**config.mk**
```make
export PLATFORM = sky130hd
export DESIGN_NAME = wb_stage
export DESIGN_NICKNAME = d
export VERILOG_FILES = /design/src/rtl/wb_stage.sv
export SDC_FILE = /design/constraint.sdc
export NUM_CORES = 1
export LEC_CHECK = 0
export CORE_MARGIN = 2
export CORE_UTILIZATION = 34
export DETAILED_ROUTE_END_ITERATION = 6
export GPL_TIMING_DRIVEN = 0
export HOLD_SLACK_MARGIN = 0.12
export PLACE_DENSITY = 0.82
export SLEW_MARGIN = 0
export SYNTH_ARGS = -nofsm -noshare
export SYNTH_HDL_FRONTEND = slang
export SYNTH_SLANG_ARGS = --single-unit
export TNS_END_PERCENT = 10
```
**constraint.sdc**
```tcl
create_clock -name clk -period 1.78 [get_ports clk]
set_input_delay 0.445 -clock clk [delete_from_list [all_inputs] [get_ports clk]]
set_output_delay 0.445 -clock clk [all_outputs]
set_load 0.01 [all_outputs]
```
**src/rtl/wb_stage.sv**
```systemverilog
// Writeback stage: load extraction, result select, main/ext arbitration
// with a starvation guard, and registered register-file write port.
//
// Ports:
//   clk, reset (async, active-low)
//   in_*   : main-pipe beat from the memory stage (valid/ready, flush)
//   ext_*  : long-latency unit result (valid/ready)
//   rg_wrt_en/addr/data : registered register-file write port
module wb_stage #(
  parameter int unsigned STARVE_LIMIT = 4
) (
  input  logic        clk,
  input  logic        reset,
  input  logic        in_valid,
  output logic        in_ready,
  input  logic        in_flush,
  input  logic        in_reg_write,
  input  logic [4:0]  in_rd,
  input  logic [1:0]  in_wb_sel,
  input  logic [2:0]  in_funct3,
  input  logic [1:0]  in_addr_lo,
  input  logic [31:0] in_alu_result,
  input  logic [31:0] in_mem_rdata,
  input  logic [31:0] in_pc_plus4,
  input  logic        ext_valid,
  output logic        ext_ready,
  input  logic [4:0]  ext_rd,
  input  logic [31:0] ext_data,
  output logic        rg_wrt_en,
  output logic [4:0]  rg_wrt_addr,
  output logic [31:0] rg_wrt_data
);

  localparam logic [3:0] LIM = 4'(STARVE_LIMIT);

  logic [3:0]  wait_cnt;
  logic        main_live;
  logic        starve;
  logic        ext_acc;
  logic        main_acc;
  logic [7:0]  ld_b;
  logic [15:0] ld_h;
  logic [31:0] ld_val;
  logic [31:0] main_data;

  // A flushed beat is consumed silently and never competes for the port.
  assign main_live = in_valid & ~in_flush;
  assign starve    = (wait_cnt == LIM);
  assign ext_ready = starve | ~main_live;
  assign in_ready  = ~(ext_valid & starve);
  assign ext_acc   = ext_valid & ext_ready;
  assign main_acc  = main_live & in_ready & ~ext_acc;

  always_comb begin
    ld_b = in_mem_rdata[7:0];
    unique case (in_addr_lo)
      2'd0: ld_b = in_mem_rdata[7:0];
      2'd1: ld_b = in_mem_rdata[15:8];
      2'd2: ld_b = in_mem_rdata[23:16];
      2'd3: ld_b = in_mem_rdata[31:24];
    endcase
  end

  assign ld_h = in_addr_lo[1] ? in_mem_rdata[31:16]
                              : in_mem_rdata[15:0];

  always_comb begin
    ld_val = in_mem_rdata;
    case (in_funct3)
      3'b000:  ld_val = {{24{ld_b[7]}}, ld_b};
      3'b001:  ld_val = {{16{ld_h[15]}}, ld_h};
      3'b100:  ld_val = {24'd0, ld_b};
      3'b101:  ld_val = {16'd0, ld_h};
      default: ld_val = in_mem_rdata;
    endcase
  end

  always_comb begin
    main_data = in_alu_result;
    unique case (1'b1)
      (in_wb_sel == 2'b01): main_data = ld_val;
      (in_wb_sel == 2'b10): main_data = in_pc_plus4;
      default:              main_data = in_alu_result;
    endcase
  end

  always_ff @(posedge clk or negedge reset) begin
    if (!reset) begin
      wait_cnt    <= '0;
      rg_wrt_en   <= 1'b0;
      rg_wrt_addr <= '0;
      rg_wrt_data <= '0;
    end else begin
      if (!ext_valid || ext_acc)
        wait_cnt <= '0;
      else if (!starve)
        wait_cnt <= wait_cnt + 4'd1;

      rg_wrt_en <= 1'b0;
      if (ext_acc && ext_rd != 5'd0) begin
        rg_wrt_en   <= 1'b1;
        rg_wrt_addr <= ext_rd;
        rg_wrt_data <= ext_data;
      end else if (main_acc && in_reg_write
                   && in_rd != 5'd0) begin
        rg_wrt_en   <= 1'b1;
        rg_wrt_addr <= in_rd;
        rg_wrt_data <= main_data;
      end
    end
  end

endmodule

```
# --- Word level (Yosys, flattened, before mapping) ---
# Cells that the tools add are included.
# Widths: inputs -> output; s select.
totals:
  register_bits: 42
  in_bits: 151
  output_inout_bits: 40
  elab_cells: 47
op_classes:
  addsub: 1
  n_eq_ne: 10
  mux: 12
  bitwise: 10
  n_reduce_logical: 10
ops:
  columns: ["cell", "n"]
  rows:
  - ["$pmux 32 s4", 1]
  - ["$mux 32", 2]
  - ["$pmux 32 s2", 1]
  - ["$pmux 8 s4", 1]
  - ["$mux 16", 1]
  - ["$mux 5", 2]
  - ["$reduce_bool 5->1", 2]
  - ["$mux 4", 2]
  - ["$eq 2x2->1 const B", 3]
  - ["$eq 3x3->1 const B", 2]
  - ["$and 1x1->1", 5]
  - ["$add 4x1->4 const B", 1]
  - ["$eq 2x1->1 const B", 2]
  - ["$eq 4x3->1 const B", 1]
  - ["$not 1->1", 4]
  - ["$eq 3x1->1 const B", 1]
  - ["$logic_and 1x1->1", 3]
  - ["$logic_not 3->1", 1]
  - ["$logic_not 2->1", 1]
  - ["$mux 1", 2]
  - ["$ne 2x1->1 const B", 1]
  - ["$reduce_bool 2->1", 1]
  - ["$logic_not 1->1", 1]
  - ["$logic_or 1x1->1", 1]
  - ["$or 1x1->1", 1]

# --- Logic depth before layout (Yosys ltp) ---
# Gate-level depths: netlist (run 1).
depth:
  depth_word: 11
  depth_mapped: 10

# --- Worst setup path after synthesis (run 1) ---
# Ideal clock, no wire load.
synth_timing:
  kind: "input -> register"
  startpoint: "input in_wb_sel[0]"
  endpoint: "register rg_wrt_data[18]"
  t_arrival_ns: 1.912
  t_required_ns: 1.713
  setup_slack_ns: -0.199
  stages: 9
  path_buffers: 3
  cell_sequence: "inv_1 -> ha_1 -> clkbuf_1 -> nor2b_1 -> clkbuf_1 -> clkbuf_1 -> a221oi_1 -> o21ai_1 -> o221a_1"
synth_between:
  elab_chain_cells: 4
synth_lines:
  columns: ["item", "line_no", "source"]
  rows:
  - ["from (decl)", "19", "input logic [1:0] in_wb_sel,"]
  - ["$eq 2x2->1 / $eq 2x1->1 (equally long branches)", "82, 81", null]
  - ["$pmux 32 s2 (*)", "80", "unique case (1'b1)"]
  - ["$mux 32 (*)", "104", "end else if (main_acc && in_reg_write"]
  - ["$mux 32 (*)", "100", "if (ext_acc && ext_rd != 5'd0) begin"]
  - ["to (signal assigned)", "103", "rg_wrt_data <= ext_data;"]
  - ["to (signal assigned)", "108", "rg_wrt_data <= main_data;"]
  - ["to (decl)", "31", "output logic [31:0] rg_wrt_data"]
# Mark *: on every way between the ends. The rest lies on a longest branch, timed or not. The select of a mux whose other input is x is not followed.
# A chain may end at the register's enable or synchronous reset.

# --- Worst setup path in the final report (run 1) ---
layout_timing:
  startpoint: "input in_flush"
  endpoint: "output ext_ready"
layout_between:
  elab_chain_cells: 4
layout_lines:
  columns: ["item", "line_no", "source"]
  rows:
  - ["from (decl)", "16", "input logic in_flush,"]
  - ["$not 1->1", "47", "assign main_live = in_valid & ~in_flush;"]
  - ["$and 1x1->1", "47", null]
  - ["$not 1->1", "49", "assign ext_ready = starve | ~main_live;"]
  - ["$or 1x1->1", "49", null]
  - ["to (decl)", "26", "output logic ext_ready,"]
# Every way passes these cells.

==> results of run 1 <==
==> registers in the layout (all words and copies together), names as in the netlist <==
signal / cells
rg_wrt_en: 1
rg_wrt_data: 32
rg_wrt_addr: 5
wait_cnt: 4
==> synthesized netlist by cell type (2+ instances only) <==
| cell | instances | area, um^2 |
|---|---|---|
| o21ai_0 | 56 | 280.3 |
| dfrtp_1 | 42 | 1051 |
| a221oi_1 | 26 | 227.7 |
| nand2_1 | 24 | 90.09 |
| nor2_1 | 19 | 71.32 |
| o21ai_1 | 18 | 90.09 |
| clkbuf_1 | 17 | 63.81 |
| o221a_1 | 13 | 146.4 |
| o22ai_1 | 13 | 81.33 |
| a211oi_1 | 11 | 82.58 |
| a21oi_1 | 9 | 45.04 |
| inv_1 | 7 | 26.28 |
| a221o_1 | 6 | 60.06 |
| buf_2 | 6 | 30.03 |
| mux2_2 | 6 | 67.56 |
| buf_4 | 5 | 37.54 |
| mux2i_1 | 5 | 50.05 |
| nand2b_1 | 5 | 31.28 |
| and3_1 | 4 | 25.02 |
| ha_1 | 4 | 50.05 |
| o21a_1 | 4 | 30.03 |
| a21boi_0 | 3 | 22.52 |
| and3b_1 | 3 | 26.28 |
| o221a_2 | 3 | 33.78 |
| buf_6 | 2 | 22.52 |
| inv_2 | 2 | 7.510 |
| nand3_1 | 2 | 10.01 |
| nor2b_1 | 2 | 12.51 |
| o311ai_0 | 2 | 17.52 |
| or4_4 | 2 | 22.52 |
==> placed cells by master (no fill, tap or decap), types with 6 or more instances in the layout <==
cell	netlist	final
buf_6	2	11
nand2_1	24	23
dlygate4sd2_1	0	8
a221o_1	6	6
o21ai_0	56	49
dfrtp_1	42	42
a221oi_2	0	9
buf_2	6	13
o21ai_1	18	24
a21oi_1	9	9
inv_1	7	6
o221a_1	13	13
a211oi_1	11	8
nor2_1	19	18
clkdlybuf4s50_1	0	166
clkbuf_2	0	7
a221oi_1	26	16
o22ai_1	13	11
buf_4	5	22
==> worst max path at each step <==
stage | endpoint | startpoint | slack [ns] | cells past startpoint
floorplan | rg_wrt_data[16] | in_rd[2] | -0.1 | 6
global placement | rg_wrt_data[7] | in_wb_sel[0] | -1.33 | 10
detailed placement | rg_wrt_data[7] | in_wb_sel[0] | -1.34 | 10
CTS | ext_ready | in_flush | -0.06 | 5
global route | ext_ready | wait_cnt[0] | -0.13 | 6
finish | ext_ready | in_flush | -0.07 | 5
==> worst register-to-register path, stage by stage (launching register included) <==
cell     delay (ns)
dfrtp_1        0.38
inv_1          0.06
ha_2           0.17
and3b_2        0.25
nor2_4         0.05
buf_4          0.14
nor2_4         0.14
nor2_4         0.07
buf_4          0.14
a221o_1        0.29
==> through the flow <==
stage                     std cells  TNS, ns
after global routing            662   -2.188
final                           662  -0.5224
after floorplan                 338   -1.720
after detailed placement        636   -36.65
after global placement          635   -74.47
after CTS                       662  -0.2371
==> logic make-up after synthesis <==
kind of cell	synth area share [%]
XOR/XNOR	0.5808
flip-flops	34.84
adder cells (fa/ha/maj)	1.659
AO/OA/AOI/OAI	40.85
buffers and inverters	6.346
multiplexers	4.396
AND/OR/NAND/NOR	11.32
==> routing by layer <==
layer	up-vias	share of wire, %	wire, um	track usage, %
met5	-	0	0	0
met3	34	7.8	1058	5.655
met4	0	2.7	367	8.114
met2	191	49	6636	47.79
met1	1820	40	5485	34.50
li1	1761	-	-	-
==> area by class of cell <==
type | instances | area share [%]
Sequential cell | 42 | 18.81
Multi-Input combinational cell | 256 | 35.88
Clock buffer | 6 | 1.299
Tap cell | 108 | 2.419
Clock inverter | 2 | 0.6719
Timing Repair Buffer | 211 | 36.53
Buffer | 28 | 3.740
Inverter | 9 | 0.6495
==> power groups by stage <==
stage / sequential, mW / combinational (mW) / clock, mW
final: 1.16 / 1.37 / 0.777
after global routing: 1.18 / 1.46 / 0.819
after CTS: 1.16 / 1.34 / 0.774
after detailed placement: 1.18 / 1.24 / 0
after global placement: 1.17 / 1.22 / 0
after floorplan: 1.23 / 0.401 / 0
==> what timing repair did <==
item | in CTS | in global routing
resized for setup | 114 | 33
gates cloned | 3 | 0
buffers inserted | 18 | 0
endpoints found under the setup margin | 40 | 39
hold buffers | 0 | 0
pin swaps | 30 | 5
==> metrics.md, run 1 <==
| Metric | Value |
|---|---|
| Root Buffer | clkbuf_8 |
| Critical path endpoint category | primary output |
| Cell Rows | 34 |
| Max Freq | 541.6 MHz |
| H-tree levels | 2 |
| Worst path arrival time | 1.40 ns |
| Clock power frac | 23.5% |
| Worst reg2reg startpoint | wait_cnt[0] |
| Final Hold Viols | 0 |
| Cell Area, Synth | 3017 um^2 |
| Slowest stage cell, crit path | clkdlybuf4s50_1 |
| Diode count | 0 |
| Drt wl/cell | 20.46 um |
| Via count | 3806 |
| DP Worst Slack | -1.342 ns |
| Setup crit start kind | input port |
| FF-to-FF setup slack | -0.03 ns |
| Required time of the critical path | 1.33 ns |
| Fin. max-slew vios | 0 |
| CP peak stage delay | 0.43 ns |
| Lkg Pwr | 2.176 nW |
| Remaining antenna violation count | 0 |
| Initial Util | 34.76% |
| Initial DRC Count | 170 |
| Int Pwr | 2.287 mW |
| Clock skew | 0.01388 ns |
| Primary FF master, synth | dfrtp_1 |
| Vias in the first global route | 4087 |
| Final Cell Area | 5587 um^2 |
| Yosys warns | 0 |
| Net Sw Frac | 30.92% |
| Layout cells sized above 1 | 22.02% |
| TritonCTS Buffers | 5 |
| Crit path cell chain | clkdlybuf4s50_1 -> nand2b_2 -> nor2_4 -> inv_1 -> buf_2 |
| Outcome | finished with violations |
| First-pass GRT wire length | 21200 um |
| Comb power frac | 41.4% |
| Gp weighted congestion | 0.9665 |
| First drt pass iteration count | 4 |
| MaxCap Viol Count | 0 |
| Clock transition at path regs | 0.09 ns |
| Worst Tran Pin Value | 0.5370 ns |
| Period minus WS final | 1.846 ns |
| Number of remaining DRC errors | 0 |
| Post-synthesis sequential area ratio | 34.84% |
| CP bufs+invs | 3 |
| Critical path type | in2out |
| R2R cell count | 9 |
| Multi-input combinational cell area | 2004 um^2 |
| R2R Path End | rg_wrt_data[15] |
| Sw Pwr | 1.024 mW |
| Worst skew pair latency | 0.30 ns |
| Pin count of the biggest net entering global routing | 25 |
| Synth cell types | 47 |
| Tot Pwr | 3.311 mW |
| Rel. slew slack | 64.20% |
| Final worst path period share | 103.7% |
| Die height | 98.20 um |
| Fin util | 64.37% |
| Placed inst area | 5070 um^2 |
| Yosys reg bits | 42 |
| Violated checks | negative setup slack |
| GRT Total Usage | 27.47% |
| Detail-routed via count per cell | 5.749 |
| Crit Path Max Fanout | 2 |
| EDFF count, synth | 0 |
| Pwr dens | 592.7 nW/um^2 |
| Die W | 98.20 um |
| Core ar. | 8678 um^2 |
| Max Root-Sink Buffers | 2 |
| Nets@finish | 708 |
| Ys async rst share | 100.0% |
| Antenna violations before repair | 0 |
| CTS tree | done |
| DIE AREA | 9642 um^2 |
| Total Routed Length | 13550 um |
| Area growth syn-to-layout | 85.19% |
| Synth Net Count | 493 |
| Final count of negative-setup-slack endpoints | 19 |
| Total congestion overflow | 0 |
| RSZ-0062 raised after global routing | yes |
| Num Clock Sinks | 42 |
| Syn Area/Cell | 8.925 um^2 |
| Part of the power in registers | 35.1% |
| VDD IR max | 407.7 uV |
| Post-route setup slack | -0.06641 ns |
| Port Buffers | 189 |
| Worst Hold Slack | 0.1139 ns |
| Fillers | 739 |
| I/O pins | 191 |
| Mapped Cells | 338 |
| Hold Path Class | in2async |
| Post-DP HPWL | 10670 um |
| FF/Latch Area | 1051 um^2 |
| Worst path top cell family by delay | buffers and inverters |
No activity file was read; power rests on OpenSTA's default activity.
==> run 2: changes to the inputs <==
Settings changed: ABC_CLOCK_PERIOD_IN_PS from default to 1780, CTS_CLUSTER_SIZE from default to 30, SLEW_MARGIN 0 to 5.
==> results of run 2 <==
Final layout, timing and power as in run 1 (identical DEF).
==> run 3: changes to the inputs <==
Settings changed: CORE_UTILIZATION 34 to 35, DONT_BUFFER_PORTS from default to 1, PLACE_DENSITY 0.82 to 0.54.
==> run 3 against run 2 <==
The flow still finishes with violations (negative setup slack). Register-to-register slack got worse by 0.06 ns. Non-clock buffer count decreased by 199. Worst setup slack worse by 0.028 ns. Die area down 2.7%. Critical path type is now reg2reg.
==> metrics.md, run 3 (synthesis results as in run 1) <==
| Metric | Value |
|---|---|
| Detail-routed via count per cell | 6.576 (+14%) |
| Crit path from | wait_cnt[0] |
| Pin count of the biggest net entering global routing | 43 (+72%) |
| Total congestion overflow | 0 (unchanged) |
| VDD IR max | 281.4 uV (-31%) |
| H-tree levels | 2 (unchanged) |
| Period minus WS final | 1.874 ns (+0.02760 ns) |
| Core ar. | 8299 um^2 (-4.4%) |
| First-pass GRT wire length | 17930 um (-15%) |
| Hold endpoint | rg_wrt_data[10] |
| Number of remaining DRC errors | 0 (unchanged) |
| Cell Rows | 33 (-2.9%) |
| Gp weighted congestion | 0.9134 (-5.5%) |
| Most frequent cells in the layout | o21ai_0, dfrtp_1, nand2_1, a221oi_1, o21ai_1 |
| DIE AREA | 9378 um^2 (-2.7%) |
| Via count | 3025 (-21%) |
| Worst Tran Pin Value | 0.5040 ns (-0.03305 ns) |
| Rel. slew slack | 66.40% (+2.2 points) |
| Critical path type | reg2reg |
| Biggest regs | rg_wrt_data: 32 flops, rg_wrt_addr: 5 flops, wait_cnt: 4 flops |
| Post-route setup slack | -0.09402 ns (-0.02760 ns) |
| Max Root-Sink Buffers | 2 (unchanged) |
| Pwr dens | 722.4 nW/um^2 (+22%) |
| Total Routed Length | 11870 um (-12%) |
| Fillers | 875 (+18%) |
| CTS tree | done |
| Final worst path period share | 105.3% (+1.6 points) |
| Setup crit start kind | flip-flop |
| Critical path endpoint category | flip-flop |
| Placed inst area | 3152 um^2 (-38%) |
| Final Hold Viols | 0 (unchanged) |
| Vias in the first global route | 3040 (-26%) |
| Die W | 96.84 um (-1.4%) |
| Initial Util | 36.35% (+1.6 points) |
| Crit Path Max Fanout | 6 (+4) |
| Hold Path Class | in2reg |
| Remaining antenna violation count | 0 (unchanged) |
| TritonCTS Buffers | 5 (unchanged) |
| Port Buffers | 0 (-100%) |
| Post-DP HPWL | 9336 um (-12%) |
| Num Clock Sinks | 42 (unchanged) |
| Clock skew | 0.007813 ns (-0.006068 ns) |
| Fin cells | 460 (-31%) |
| Tot Pwr | 2.483 mW (-25%) |
| Nets@finish | 509 (-28%) |
| GRT Total Usage | 24.39% (-3.1 points) |
| MaxCap Viol Count | 0 (unchanged) |
| RSZ-0062 raised after global routing | yes |
| Required time of the critical path | 1.97 ns (+0.64 ns) |
| R2R cell count | 8 (-1) |
| Commonest non-fill, non-tap cell in the layout | o21ai_0 |
| FF-to-FF setup slack | -0.09 ns (-0.06 ns) |
| Final count of negative-setup-slack endpoints | 19 (unchanged) |
| Worst path arrival time | 2.06 ns (+0.66 ns) |
| Diode count | 0 (unchanged) |
| Outcome | finished with violations |
| R2R Path End | rg_wrt_data[17] |
| I/O pins | 191 (unchanged) |
| Lkg Pwr | 1.266 nW (-42%) |
| Drt wl/cell | 25.80 um (+26%) |
| Inst Count DP | 443 (-30%) |
| Largest reg by FF count | rg_wrt_data |
| Die height | 96.84 um (-1.4%) |
| Initial DRC Count | 161 (-5.3%) |
| Layout cells sized above 1 | 20.00% (-2.0 points) |
| Area growth syn-to-layout | 13.94% |
| Worst skew pair latency | 0.30 ns (about the same) |
| Fin. max-slew vios | 0 (unchanged) |
| Worst hold start | ext_data[10] |
| Worst Hold Path Cells | 2 |
| Antenna violations before repair | 0 (unchanged) |
| Violated checks | negative setup slack |
| Largest register FFs | 32 (unchanged) |
| Max Freq | 533.6 MHz (-1.5%) |
| First drt pass iteration count | 4 (unchanged) |
| Final Cell Area | 3437 um^2 (-38%) |
| Root Buffer | clkbuf_8 |
| Worst reg2reg startpoint | wait_cnt[0] |
| Clock transition at path regs | 0.09 ns (about the same) |
## run 3: cell types whose count changed in the layout (fill, tap and decap cells not counted), moves of 4 or more
cell,change
clkbuf_1,+6
buf_2,-10
dlygate4sd2_1,-8
buf_6,-6
clkdlybuf4s50_1,-166
o21ai_0,+5
o21ai_1,-4
a221oi_2,-7
buf_4,-10
a221oi_1,+8
clkdlybuf4s15_2,-4
## run 3: worst max-delay path, cell delays in order (launching register included)
cell and delay (ns):
dfrtp_1 0.39, inv_1 0.06, ha_1 0.15, nand4b_1 0.30
o211a_4 0.30, nor2_4 0.14, inv_4 0.07, buf_6 0.13
o221a_1 0.22
## run 3: cell type report
type,instances,area [um^2],share of cell area (%)
multi-input combinational,256,1838,53.48
sequential,42,1051,30.58
buffer,30,192.7,5.606
tap,105,131.4,3.822
timing repair buffer,10,101.3,2.949
clock buffer,6,72.57,2.111
inverter,9,36.28,1.056
clock inverter,2,13.76,0.4004
## run 3: where the power goes
group | total, mW | internal, mW | switching, mW
Combinational | 0.600 | 0.256 | 0.343
Sequential | 1.24 | 1.08 | 0.157
Clock | 0.644 | 0.278 | 0.366
## run 3: metal layers
| layer | vias up | routed length, um | GRT usage (%) |
|---|---|---|---|
| li1 | 1362 | - | - |
| met3 | 9 | 1108 | 7.442 |
| met5 | - | 0 | 0 |
| met2 | 161 | 5645 | 40.17 |
| met4 | 0 | 114 | 4.659 |
| met1 | 1493 | 5002 | 31.85 |
## run 3: how the worst max path moves through the flow
stage	endpoint	slack (ns)	cells after the start
after global routing	rg_wrt_data[25]	-0.17	8
after floorplan	rg_wrt_data[16]	-0.1	6
after global placement	rg_wrt_data[7]	-0.91	9
after detailed placement	rg_wrt_data[7]	-0.92	9
final	rg_wrt_data[17]	-0.09	8
after CTS	rg_wrt_data[30]	-0.11	8
## run 3: metrics by stage
step,setup slack (ns),setup TNS [ns],hold WS [ns],util [%]
after global placement,-0.9150,-16.24,0.1512,37.98
after CTS,-0.1132,-1.975,0.2554,40.59
final,-0.09402,-1.227,0.2619,41.41
after floorplan,-0.09977,-1.720,0.1494,-
after detailed placement,-0.9228,-16.80,0.1511,37.98
after global routing,-0.1737,-3.808,0.2642,41.41
## run 3: repair_timing
action,CTS,global route
buffers inserted,5,2
pin swaps,4,8
resized for setup,17,24
endpoints found under the setup margin,39,38
gates cloned,1,0
hold endpoints to repair,42,0
hold buffers,2,0
